$ cat src/rtl/demux1_2_stream_if.sv
// -----------------------------------------------------------------------------
// demux1_2_stream_if
//   Valid/ready stream bundle shared by the demux input and both output lanes.
//   Signals:
//     valid  producer -> consumer   beat present
//     ready  consumer -> producer   beat accepted when valid && ready
//     data   producer -> consumer   payload, DATA_W bits
//   Modports:
//     master  drives valid/data, samples ready (stream producer)
//     slave   samples valid/data, drives ready (stream consumer)
// -----------------------------------------------------------------------------
interface demux1_2_stream_if #(
    parameter int DATA_W = 8
) ();
    logic              valid;
    logic              ready;
    logic [DATA_W-1:0] data;

    modport master (output valid, output data, input  ready);
    modport slave  (input  valid, input  data, output ready);
endinterface

$ cat src/rtl/demux1_2_stream.sv
// -----------------------------------------------------------------------------
// demux1_2_stream
//   Registered 1:2 stream demultiplexer. One input stream is steered to lane 0
//   or lane 1, either by a per-beat select (mode=0) or by a round-robin
//   deinterleaver (mode=1) that recovers two channels from a time-multiplexed
//   stream. Each lane has a one-deep output register and a delivered-beat
//   counter.
//   Ports:
//     clk        rising-edge clock
//     rst_n      asynchronous active-low reset (release synchronised outside)
//     mode       0 = steer by in_select, 1 = round-robin
//     in_select  target lane when mode=0
//     in_sync    round-robin realign: this beat (or the next) goes to lane 0
//     in_bus     input stream (slave)
//     out0/out1  lane output streams (master), registered
//     cnt0/cnt1  beats delivered on each lane, wrapping
// -----------------------------------------------------------------------------
module demux1_2_stream #(
    parameter int DATA_W = 8,
    parameter int CNT_W  = 8
) (
    input  logic                  clk,
    input  logic                  rst_n,
    input  logic                  mode,
    input  logic                  in_select,
    input  logic                  in_sync,
    demux1_2_stream_if.slave      in_bus,
    demux1_2_stream_if.master     out0,
    demux1_2_stream_if.master     out1,
    output logic [CNT_W-1:0]      cnt0,
    output logic [CNT_W-1:0]      cnt1
);

    typedef enum logic {
        LANE0 = 1'b0,
        LANE1 = 1'b1
    } rr_state_t;

    rr_state_t rr_state;
    rr_state_t rr_state_nxt;
    logic      rr_lane;
    logic      tgt;
    logic      accept;
    logic      load0;
    logic      load1;
    logic      drain0;
    logic      drain1;

    // Wrapping counter increment; overflow from all-ones simply drops the carry.
    function automatic logic [CNT_W-1:0] cnt_inc(input logic [CNT_W-1:0] c);
        return c + {{(CNT_W-1){1'b0}}, 1'b1};
    endfunction

    // Steering: sync forces lane 0 in round-robin mode; only the target lane's
    // occupancy can stall the input, so a full idle lane never blocks.
    always_comb begin
        tgt           = mode ? (in_sync ? 1'b0 : rr_lane) : in_select;
        in_bus.ready  = tgt ? (!out1.valid || out1.ready)
                            : (!out0.valid || out0.ready);
        accept        = in_bus.valid && in_bus.ready;
        load0         = accept && !tgt;
        load1         = accept &&  tgt;
        drain0        = out0.valid && out0.ready;
        drain1        = out1.valid && out1.ready;
    end

    // Round-robin FSM: state register
    always_ff @(posedge clk or negedge rst_n) begin
        if (!rst_n) rr_state <= LANE0;
        else        rr_state <= rr_state_nxt;
    end

    // Round-robin FSM: next state. A sync beat lands on lane 0, so the
    // following beat belongs to lane 1; a sync with no beat just re-arms lane 0.
    // Selector mode freezes the FSM so switching back resumes the sequence.
    always_comb begin
        rr_state_nxt = rr_state;
        if (mode) begin
            if (in_sync)
                rr_state_nxt = accept ? LANE1 : LANE0;
            else if (accept)
                rr_state_nxt = (rr_state == LANE0) ? LANE1 : LANE0;
        end
    end

    // Round-robin FSM: outputs
    always_comb begin
        rr_lane = (rr_state == LANE1);
    end

    // Lane registers: a load wins over a drain so a back-to-back beat keeps
    // valid high; data only changes on load, so it is stable while stalled.
    always_ff @(posedge clk or negedge rst_n) begin
        if (!rst_n) begin
            out0.valid <= 1'b0;
            out0.data  <= '0;
        end else if (load0) begin
            out0.valid <= 1'b1;
            out0.data  <= in_bus.data;
        end else if (drain0) begin
            out0.valid <= 1'b0;
        end
    end

    always_ff @(posedge clk or negedge rst_n) begin
        if (!rst_n) begin
            out1.valid <= 1'b0;
            out1.data  <= '0;
        end else if (load1) begin
            out1.valid <= 1'b1;
            out1.data  <= in_bus.data;
        end else if (drain1) begin
            out1.valid <= 1'b0;
        end
    end

    // Delivered-beat counters, independent per lane
    always_ff @(posedge clk or negedge rst_n) begin
        if (!rst_n) begin
            cnt0 <= '0;
            cnt1 <= '0;
        end else begin
            if (drain0) cnt0 <= cnt_inc(cnt0);
            if (drain1) cnt1 <= cnt_inc(cnt1);
        end
    end

endmodule

$ cat src/flat_wrapper.sv
// flat-port wrapper written by rule: the top's interface ports become plain ports
module demux1_2_stream_flat 
#(
    parameter int DATA_W = 8,
    parameter int CNT_W  = 8
)
  (clk, rst_n, mode, in_select, in_sync, cnt0, cnt1, in_bus_valid, in_bus_data, in_bus_ready, out0_valid, out0_data, out0_ready, out1_valid, out1_data, out1_ready);
  demux1_2_stream_if #(.DATA_W(DATA_W)) in_bus_i ();
  demux1_2_stream_if #(.DATA_W(DATA_W)) out0_i ();
  demux1_2_stream_if #(.DATA_W(DATA_W)) out1_i ();
  input  logic clk;
  input  logic rst_n;
  input  logic mode;
  input  logic in_select;
  input  logic in_sync;
  output logic [CNT_W-1:0] cnt0;
  output logic [CNT_W-1:0] cnt1;
  input wire logic [$bits(in_bus_i.valid)-1:0] in_bus_valid;
  input wire logic [$bits(in_bus_i.data)-1:0] in_bus_data;
  output wire logic [$bits(in_bus_i.ready)-1:0] in_bus_ready;
  output wire logic [$bits(out0_i.valid)-1:0] out0_valid;
  output wire logic [$bits(out0_i.data)-1:0] out0_data;
  input wire logic [$bits(out0_i.ready)-1:0] out0_ready;
  output wire logic [$bits(out1_i.valid)-1:0] out1_valid;
  output wire logic [$bits(out1_i.data)-1:0] out1_data;
  input wire logic [$bits(out1_i.ready)-1:0] out1_ready;
  assign in_bus_i.valid = in_bus_valid;
  assign in_bus_i.data = in_bus_data;
  assign in_bus_ready = in_bus_i.ready;
  assign out0_valid = out0_i.valid;
  assign out0_data = out0_i.data;
  assign out0_i.ready = out0_ready;
  assign out1_valid = out1_i.valid;
  assign out1_data = out1_i.data;
  assign out1_i.ready = out1_ready;
  demux1_2_stream #(.DATA_W(DATA_W), .CNT_W(CNT_W)) u_core (.clk(clk), .rst_n(rst_n), .mode(mode), .in_select(in_select), .in_sync(in_sync), .in_bus(in_bus_i), .out0(out0_i), .out1(out1_i), .cnt0(cnt0), .cnt1(cnt1));
endmodule
$ cat config.mk
export PLATFORM = sky130hd
export DESIGN_NAME = demux1_2_stream_flat
export DESIGN_NICKNAME = d
export VERILOG_FILES = /design/src/rtl/demux1_2_stream_if.sv /design/src/rtl/demux1_2_stream.sv /design/src/flat_wrapper.sv
export SDC_FILE = /design/constraint.sdc
export NUM_CORES = 1
export LEC_CHECK = 0
export CAP_MARGIN = 20
export CORE_MARGIN = 4
export CORE_UTILIZATION = 44
export CTS_BUF_LIST = sky130_fd_sc_hd__clkbuf_4 sky130_fd_sc_hd__clkbuf_8 sky130_fd_sc_hd__clkbuf_16
export DETAILED_ROUTE_END_ITERATION = 7
export PLACE_DENSITY_LB_ADDON = 0.08
export SLEW_MARGIN = 20
export SYNTH_ARGS = -nofsm -noshare
export SYNTH_HDL_FRONTEND = slang
export SYNTH_SLANG_ARGS = --single-unit
$ cat constraint.sdc
create_clock -name clk -period 1.64 [get_ports clk]
set_input_delay 0.246 -clock clk [delete_from_list [all_inputs] [get_ports clk]]
set_output_delay 0.246 -clock clk [all_outputs]
set_load 0.005 [all_outputs]
==> results of run 1 <==
==> logic make-up after synthesis <==
family | after synthesis | synth area share
compound gates | 3 | 0.0133
buf+inv | 4 | 0.0150
simple gates | 29 | 0.106
mux | 21 | 0.185
flops | 35 | 0.582
fa+ha+maj | 2 | 0.0166
xor+xnor | 14 | 0.0815
==> Yosys cell counts, drive strengths merged <==
| master | number |
|---|---|
| nand4 | 5 |
| buf | 1 |
| and2 | 2 |
| nor2 | 5 |
| dfrtp | 35 |
| o21ai | 2 |
| clkbuf | 1 |
| mux2 | 20 |
| and3 | 1 |
| nand3 | 2 |
| a32o | 1 |
| nand2 | 9 |
| ha | 2 |
| inv | 2 |
| xnor2 | 10 |
| xor2 | 4 |
| nand2b | 3 |
| mux2i | 1 |
| nor2b | 1 |
| or4 | 1 |
==> metrics by stage <==
step           TNS [ps]  instances  hold slack [ps]  utilization
4_1_cts           -98.1        217              452        0.692
3_5_place_dp      -4880        208              305        0.666
6_report          -68.0        218              467        0.694
5_1_grt            -119        218              473        0.694
3_3_place_gp      -4220        208              297        0.666
2_1_floorplan         0        108            -49.6            -
==> metal layers <==
| layer | GRT usage | vias to the layer above | wire length, um |
|---|---|---|---|
| met5 | 0 | - | 0 |
| met4 | 0.0533 | 0 | 42 |
| met3 | 0.0489 | 5 | 186 |
| met2 | 0.264 | 39 | 1570 |
| met1 | 0.179 | 528 | 1270 |
| li1 | - | 498 | - |
==> sequential cells by signal, summed over array words and instances (netlist names) <==
register and count:
u_core.out1.data 8, u_core.cnt0 8, u_core.out1.valid 1, u_core.rr_lane 1, u_core.cnt1 8, u_core.out0.data 8
u_core.out0.valid 1
==> repair_timing <==
item	in CTS	in global routing
setup buffers	1	1
resized for setup	8	0
setup endpoints to repair	1	1
endpoints found under the hold margin	35	0
hold buffers	1	0
==> final cells by class <==
type	instances	area, sq um
Tap cell	44	55.1
Sequential cell	35	876
Multi-Input combinational cell	69	614
Clock inverter	1	5.00
Inverter	2	7.51
Fill cell	264	963
Clock buffer	6	51.3
Timing Repair Buffer	61	581
==> final timing paths <==
| path | from | to | slack [ps] | depth (start not counted) |
|---|---|---|---|---|
| worst max-delay path | u_core.rr_lane | in_bus_ready | -70 | 4 |
| worst min-delay path | rst_n | u_core.cnt0[6] | 470 | 3 |
| worst max register to register | u_core.rr_lane | u_core.out0.data[7] | 100 | 5 |
| worst min register to register | u_core.cnt0[7] | u_core.cnt0[7] | 470 | 1 |
| max in group asynchronous | rst_n | u_core.cnt1[0] | 850 | 3 |
| min in group clk | mode | u_core.rr_lane | 470 | 3 |
==> critical path: cells and delay by family (launching register included) <==
kind | cells | cell delay [ps]
buffers and inverters | 1 | 120
DFF | 1 | 400
and+or+nand+nor | 1 | 140
muxes | 2 | 470
==> power groups by stage <==
stage          clock network [mW]  logic (mW)  registers, mW
6_report                    0.460       0.994           1.34
5_1_grt                     0.530        1.08           1.37
4_1_cts                     0.488        1.00           1.34
3_5_place_dp                    0       0.982           1.35
3_3_place_gp                    0       0.966           1.33
2_1_floorplan                   0       0.359           1.34
==> placed cells by master, fill, tap and decap left out, drive strengths merged, types with 3 or more instances in the layout <==
cell type and instances:
clkbuf 6, xnor2 10, buf 12, clkdlybuf4s50 47, mux2 20, nand2b 3
xor2 4, nor2 5, nand2 9, nand4 5, dfrtp 35
==> flow_metrics.py, run 1 <==
metrics = {
    "run_status": {
        "status": "complete, but fails checks",
        "failed_checks": "setup timing",
    },
    "floorplan": {
        "die_width_um": 66.5,
        "rows": 20,
        "die-area_sq_mm": 0.00442,
        "start_util": 0.477,
        "fp.dieH_um": 66.5,
        "core-area_sq_mm": 0.00315,
        "num_io_pins": 51,
    },
    "min_path": {
        "hold_path_class": "in -> async",
    },
    "pwr": {
        "p_sw_frac": 0.281,
        "pwr-share-clk": 0.165,
        "leakage_nw": 0.984,
        "peakVddDrop_v": 0.000576,
        "seq_power_share": 0.479,
        "total_power_mw": 2.79,
        "power-per-cell-area_mw_per_mm2": 1270,
        "p_switching_mw": 0.785,
        "p_int_mw": 2.00,
        "combPwrFrac": 0.356,
    },
    "synthesis": {
        "ys_top_cells_by_area": "dfrtp_1 (58%), mux2_2 (9.0%), mux2_4 (8.0%), xnor2_1 (5.8%), xor2_1 (2.3%)",
        "ys_seq_area_frac": 0.582,
        "ys_ff_latch": 35,
        "synth_top_cell_area_share": 0.582,
        "synth_cells": 108,
        "synth_nets": 126,
        "ys_warn_count": 0,
        "synth_area_leader_cell": "dfrtp_1",
        "synth_area_per_cell_sq_um": 13.9,
        "syn_area_sq_mm": 0.00150,
        "synth.distinct_cells": 23,
    },
    "sta": {
        "finalHoldViolCount": 0,
        "slew_headroom": 0.714,
        "tightest_slew_ps": 428,
        "rsz0062_at_grt": "yes",
        "drv_slew": 0,
        "finalSetupViolations": 1,
        "max_clock_freq_ghz": 0.585,
        "worst_slack_ps": -68.0,
        "clock_skew_ps": 7.56,
        "min_period_ps": 1710,
        "period_share": 1.04,
    },
    "routing": {
        "drt_first_iter_violations": 40,
        "post-route-drc-count": 0,
        "ant_nets": 0,
        "detail_route.first_pass.iterations": 4,
        "vias": 1070,
        "wl_per_cell_um": 14.0,
        "viasPerCell": 4.91,
        "wl_um": 3060,
    },
    "clock_tree": {
        "cts-buffers-inserted": 5,
        "cts_buffer_depth": 2,
        "cts_tree": "yes",
        "h-tree-depth": 2,
        "clkTransAtPathRegs_ps": 100,
        "cts_sinks": 35,
        "clk_latency_ps": 330,
        "root_buffer": "clkbuf_4",
    },
    "cells_and_area": {
        "fin_area_sq_mm": 0.00219,
        "nets": 192,
        "syn_to_final_growth_pct": 45.6,
        "drive_gt1_frac": 0.247,
        "num_antenna_cells": 0,
    },
    "critical_path": {
        "required_ps": 1390,
        "worstSetupPathType": "reg -> out",
        "cp-end-kind": "primary output",
        "slowest_delay_ps": 400,
        "cp-start-kind": "flip-flop",
        "cp_cell_sequence": "nor2b_4 > mux2i_4 > mux2_4 > buf_6",
        "worst-endpoint-arrival_ps": 1460,
        "crit_path_top_delay_cell": "dfrtp_1",
        "cp_max_fo": 2,
    },
    "global_routing": {
        "antenna_found_initial": 0,
        "grt_pass1_wl_um": 5170,
        "grtUsageTotal": 0.153,
        "grt_overflow": 0,
        "grt_max_degree": 36,
        "grt_pass1_vias": 1152,
    },
    "place": {
        "placed_area_sq_mm": 0.00210,
        "place_ws_ps": -495,
        "globalplace.congestion": 0.788,
        "dp_hpwl_um": 2220,
        "portBuffers": 50,
    },
    "flow_run": {
        "maxCapViolCount": 0,
    },
}
Note: power is estimated with default switching activity, not from simulation.
==> run 2, diff against run 1 <==
--- a/config.mk
+++ b/config.mk
@@ -10,6 +10,7 @@
 export CORE_UTILIZATION = 44
 export CTS_BUF_LIST = sky130_fd_sc_hd__clkbuf_4 sky130_fd_sc_hd__clkbuf_8 sky130_fd_sc_hd__clkbuf_16
 export DETAILED_ROUTE_END_ITERATION = 7
+export MAX_ROUTING_LAYER = met4
 export PLACE_DENSITY_LB_ADDON = 0.08
 export SLEW_MARGIN = 20
 export SYNTH_ARGS = -nofsm -noshare
==> run 2 against run 1 <==
Effect of this change:
- the run still ends with setup timing left
- clock skew is essentially flat
- sequential power is essentially flat
- register-to-register slack is essentially flat
- non-clock buffer count is the same
- via count shrank 0.19%
- first-iteration DRC count grew 18%
- critical path type unchanged
- count of clock-buffer cells in the layout is the same
- die area is the same
- sequential share of layout area is essentially flat
- largest power group unchanged
- critical endpoint unchanged
- utilization is essentially flat
- clock power grew 0.9%
- final area is essentially flat
==> flow_metrics.py, run 2 (same netlist as run 1, synthesis figures left out) <==
metrics = {
    "sta": {
        "tightest_slew_ps": 427,
        "drv_slew": 0,
        "max_clock_freq_ghz": 0.584,
        "worst_slack_ps": -71.7,
        "min_period_ps": 1710,
        "rsz0062_at_grt": "yes",
        "slew_headroom": 0.716,
        "clock_skew_ps": 7.65,
        "finalSetupViolations": 1,
        "finalHoldViolCount": 0,
        "period_share": 1.04,
    },
    "critical_path": {
        "crit_path_top_delay_cell": "dfrtp_1",
        "r2r_slack_ps": 100,
        "cp_max_fo": 2,
        "cp-start-kind": "flip-flop",
        "cp-end-kind": "primary output",
        "worstSetupPathType": "reg -> out",
        "worst-endpoint-arrival_ps": 1470,
        "cp_cell_sequence": "nor2b_4 > mux2i_4 > mux2_4 > buf_6",
        "r2r-start": "u_core.rr_lane",
        "ff2ff_path_depth": 5,
        "r2r_end": "u_core.out0.data[7]",
        "slowest_delay_ps": 400,
        "required_ps": 1390,
    },
    "clock_tree": {
        "h-tree-depth": 2,
        "cts_sinks": 35,
        "clk_latency_ps": 330,
        "cts_buffer_depth": 2,
        "cts_tree": "yes",
        "root_buffer": "clkbuf_4",
        "cts-buffers-inserted": 5,
        "clkTransAtPathRegs_ps": 100,
    },
    "floorplan": {
        "start_util": 0.477,
        "core-area_sq_mm": 0.00315,
        "rows": 20,
        "die-area_sq_mm": 0.00442,
        "num_io_pins": 51,
        "fp.dieH_um": 66.5,
        "die_width_um": 66.5,
    },
    "global_routing": {
        "grt_pass1_wl_um": 5180,
        "grt_max_degree": 36,
        "grt_busiest_layer": "met2",
        "globalRouteMet1Util": 0.180,
        "met3_usage": 0.0675,
        "grtUsageTotal": 0.160,
        "antenna_found_initial": 0,
        "grtUsageMet2": 0.264,
        "grt_overflow": 0,
        "grt_pass1_vias": 1148,
    },
    "routing": {
        "post-route-drc-count": 0,
        "drt_first_iter_violations": 47,
        "ant_nets": 0,
        "wl_per_cell_um": 14.0,
        "wl_um": 3060,
        "vias": 1068,
        "viasPerCell": 4.90,
        "detail_route.first_pass.iterations": 4,
    },
    "cells_and_area": {
        "nets": 192,
        "final_common_cell": "clkdlybuf4s50_1",
        "drive_gt1_frac": 0.253,
        "final_cell_mix": "clkdlybuf4s50_1 (47), dfrtp_1 (34), mux2_2 (11), xnor2_1 (10), buf_4 (10)",
        "syn_to_final_growth_pct": 45.7,
        "num_antenna_cells": 0,
        "utilization": 0.695,
    },
    "min_path": {
        "min_from": "mode",
        "hold_path_depth": 3,
        "hold_path_class": "in -> reg",
        "whs_endpoint": "u_core.rr_lane",
    },
    "run_status": {
        "failed_checks": "setup timing",
        "status": "complete, but fails checks",
    },
    "place": {
        "place_ws_ps": -495,
        "dp_hpwl_um": 2220,
        "globalplace.congestion": 0.799,
        "portBuffers": 50,
    },
    "pwr": {
        "power-per-cell-area_mw_per_mm2": 1280,
        "leakage_nw": 0.982,
        "peakVddDrop_v": 0.000576,
        "total_power_mw": 2.79,
    },
    "flow_run": {
        "maxCapViolCount": 0,
    },
}
## run 2: cell count changes in the layout (fill, tap and decap cells not counted)
cell	delta
dfrtp_1	-1
dfrtp_2	+1
## run 2: cell type report
type / instances / area [sq um]
multi-input combinational: 69 / 614
clock inverter: 1 / 5.00
timing repair buffer: 61 / 581
clock buffer: 6 / 51.3
inverter: 2 / 7.51
fill: 263 / 962
sequential: 35 / 877
tap: 44 / 55.1
## run 2: metrics by stage
| stage | instances | hold WS, ps | cell area, sq um | TNS (ps) |
|---|---|---|---|---|
| final | 218 | 462 | 2190 | -71.7 |
| after CTS | 217 | 452 | 2180 | -98.1 |
| after floorplan | 108 | -49.6 | 1500 | 0 |
| after global placement | 208 | 297 | 2100 | -4220 |
| after global routing | 218 | 460 | 2190 | -131 |
| after detailed placement | 208 | 305 | 2100 | -4880 |
## run 2: worst max-delay path, delay by kind of cell, from the launching register on
family	cells	cell delay, ps
simple gates	1	140
buf+inv	1	120
mux	2	470
flops	1	400
## run 2: worst max-delay path by stage
| stage | start | endpoint | slack, ps |
|---|---|---|---|
| detailed placement | mode | in_bus_ready | -500 |
| global placement | mode | in_bus_ready | -440 |
| finish | u_core.rr_lane | in_bus_ready | -70 |
| CTS | u_core.rr_lane | in_bus_ready | -100 |
| floorplan | u_core.rr_lane | u_core.out1.data[0] | 220 |
| global route | u_core.rr_lane | in_bus_ready | -130 |
## run 2: power by group
| part | internal, mW | switching [mW] |
|---|---|---|
| Combinational | 0.705 | 0.289 |
| Clock | 0.198 | 0.265 |
| Sequential | 1.10 | 0.232 |
## run 2: timing repair
action,in CTS,in global routing
setup buffers,1,1
hold buffers,1,0
resized for setup,8,1
setup endpoints to repair,1,2
hold endpoints to repair,35,0
## run 2: per-layer routing
layer	up-vias	wire, um
li1	501	-
met2	37	1570
met4	0	30
met5	-	0
met3	5	202
met1	525	1260
==> run 3, diff against run 2 <==
--- a/config.mk
+++ b/config.mk
@@ -5,7 +5,7 @@
 export SDC_FILE = /design/constraint.sdc
 export NUM_CORES = 1
 export LEC_CHECK = 0
-export CAP_MARGIN = 20
+export CAP_MARGIN = 15
 export CORE_MARGIN = 4
 export CORE_UTILIZATION = 44
 export CTS_BUF_LIST = sky130_fd_sc_hd__clkbuf_4 sky130_fd_sc_hd__clkbuf_8 sky130_fd_sc_hd__clkbuf_16
==> results of run 3 <==
Final layout, timing and power as in run 2 (identical DEF).
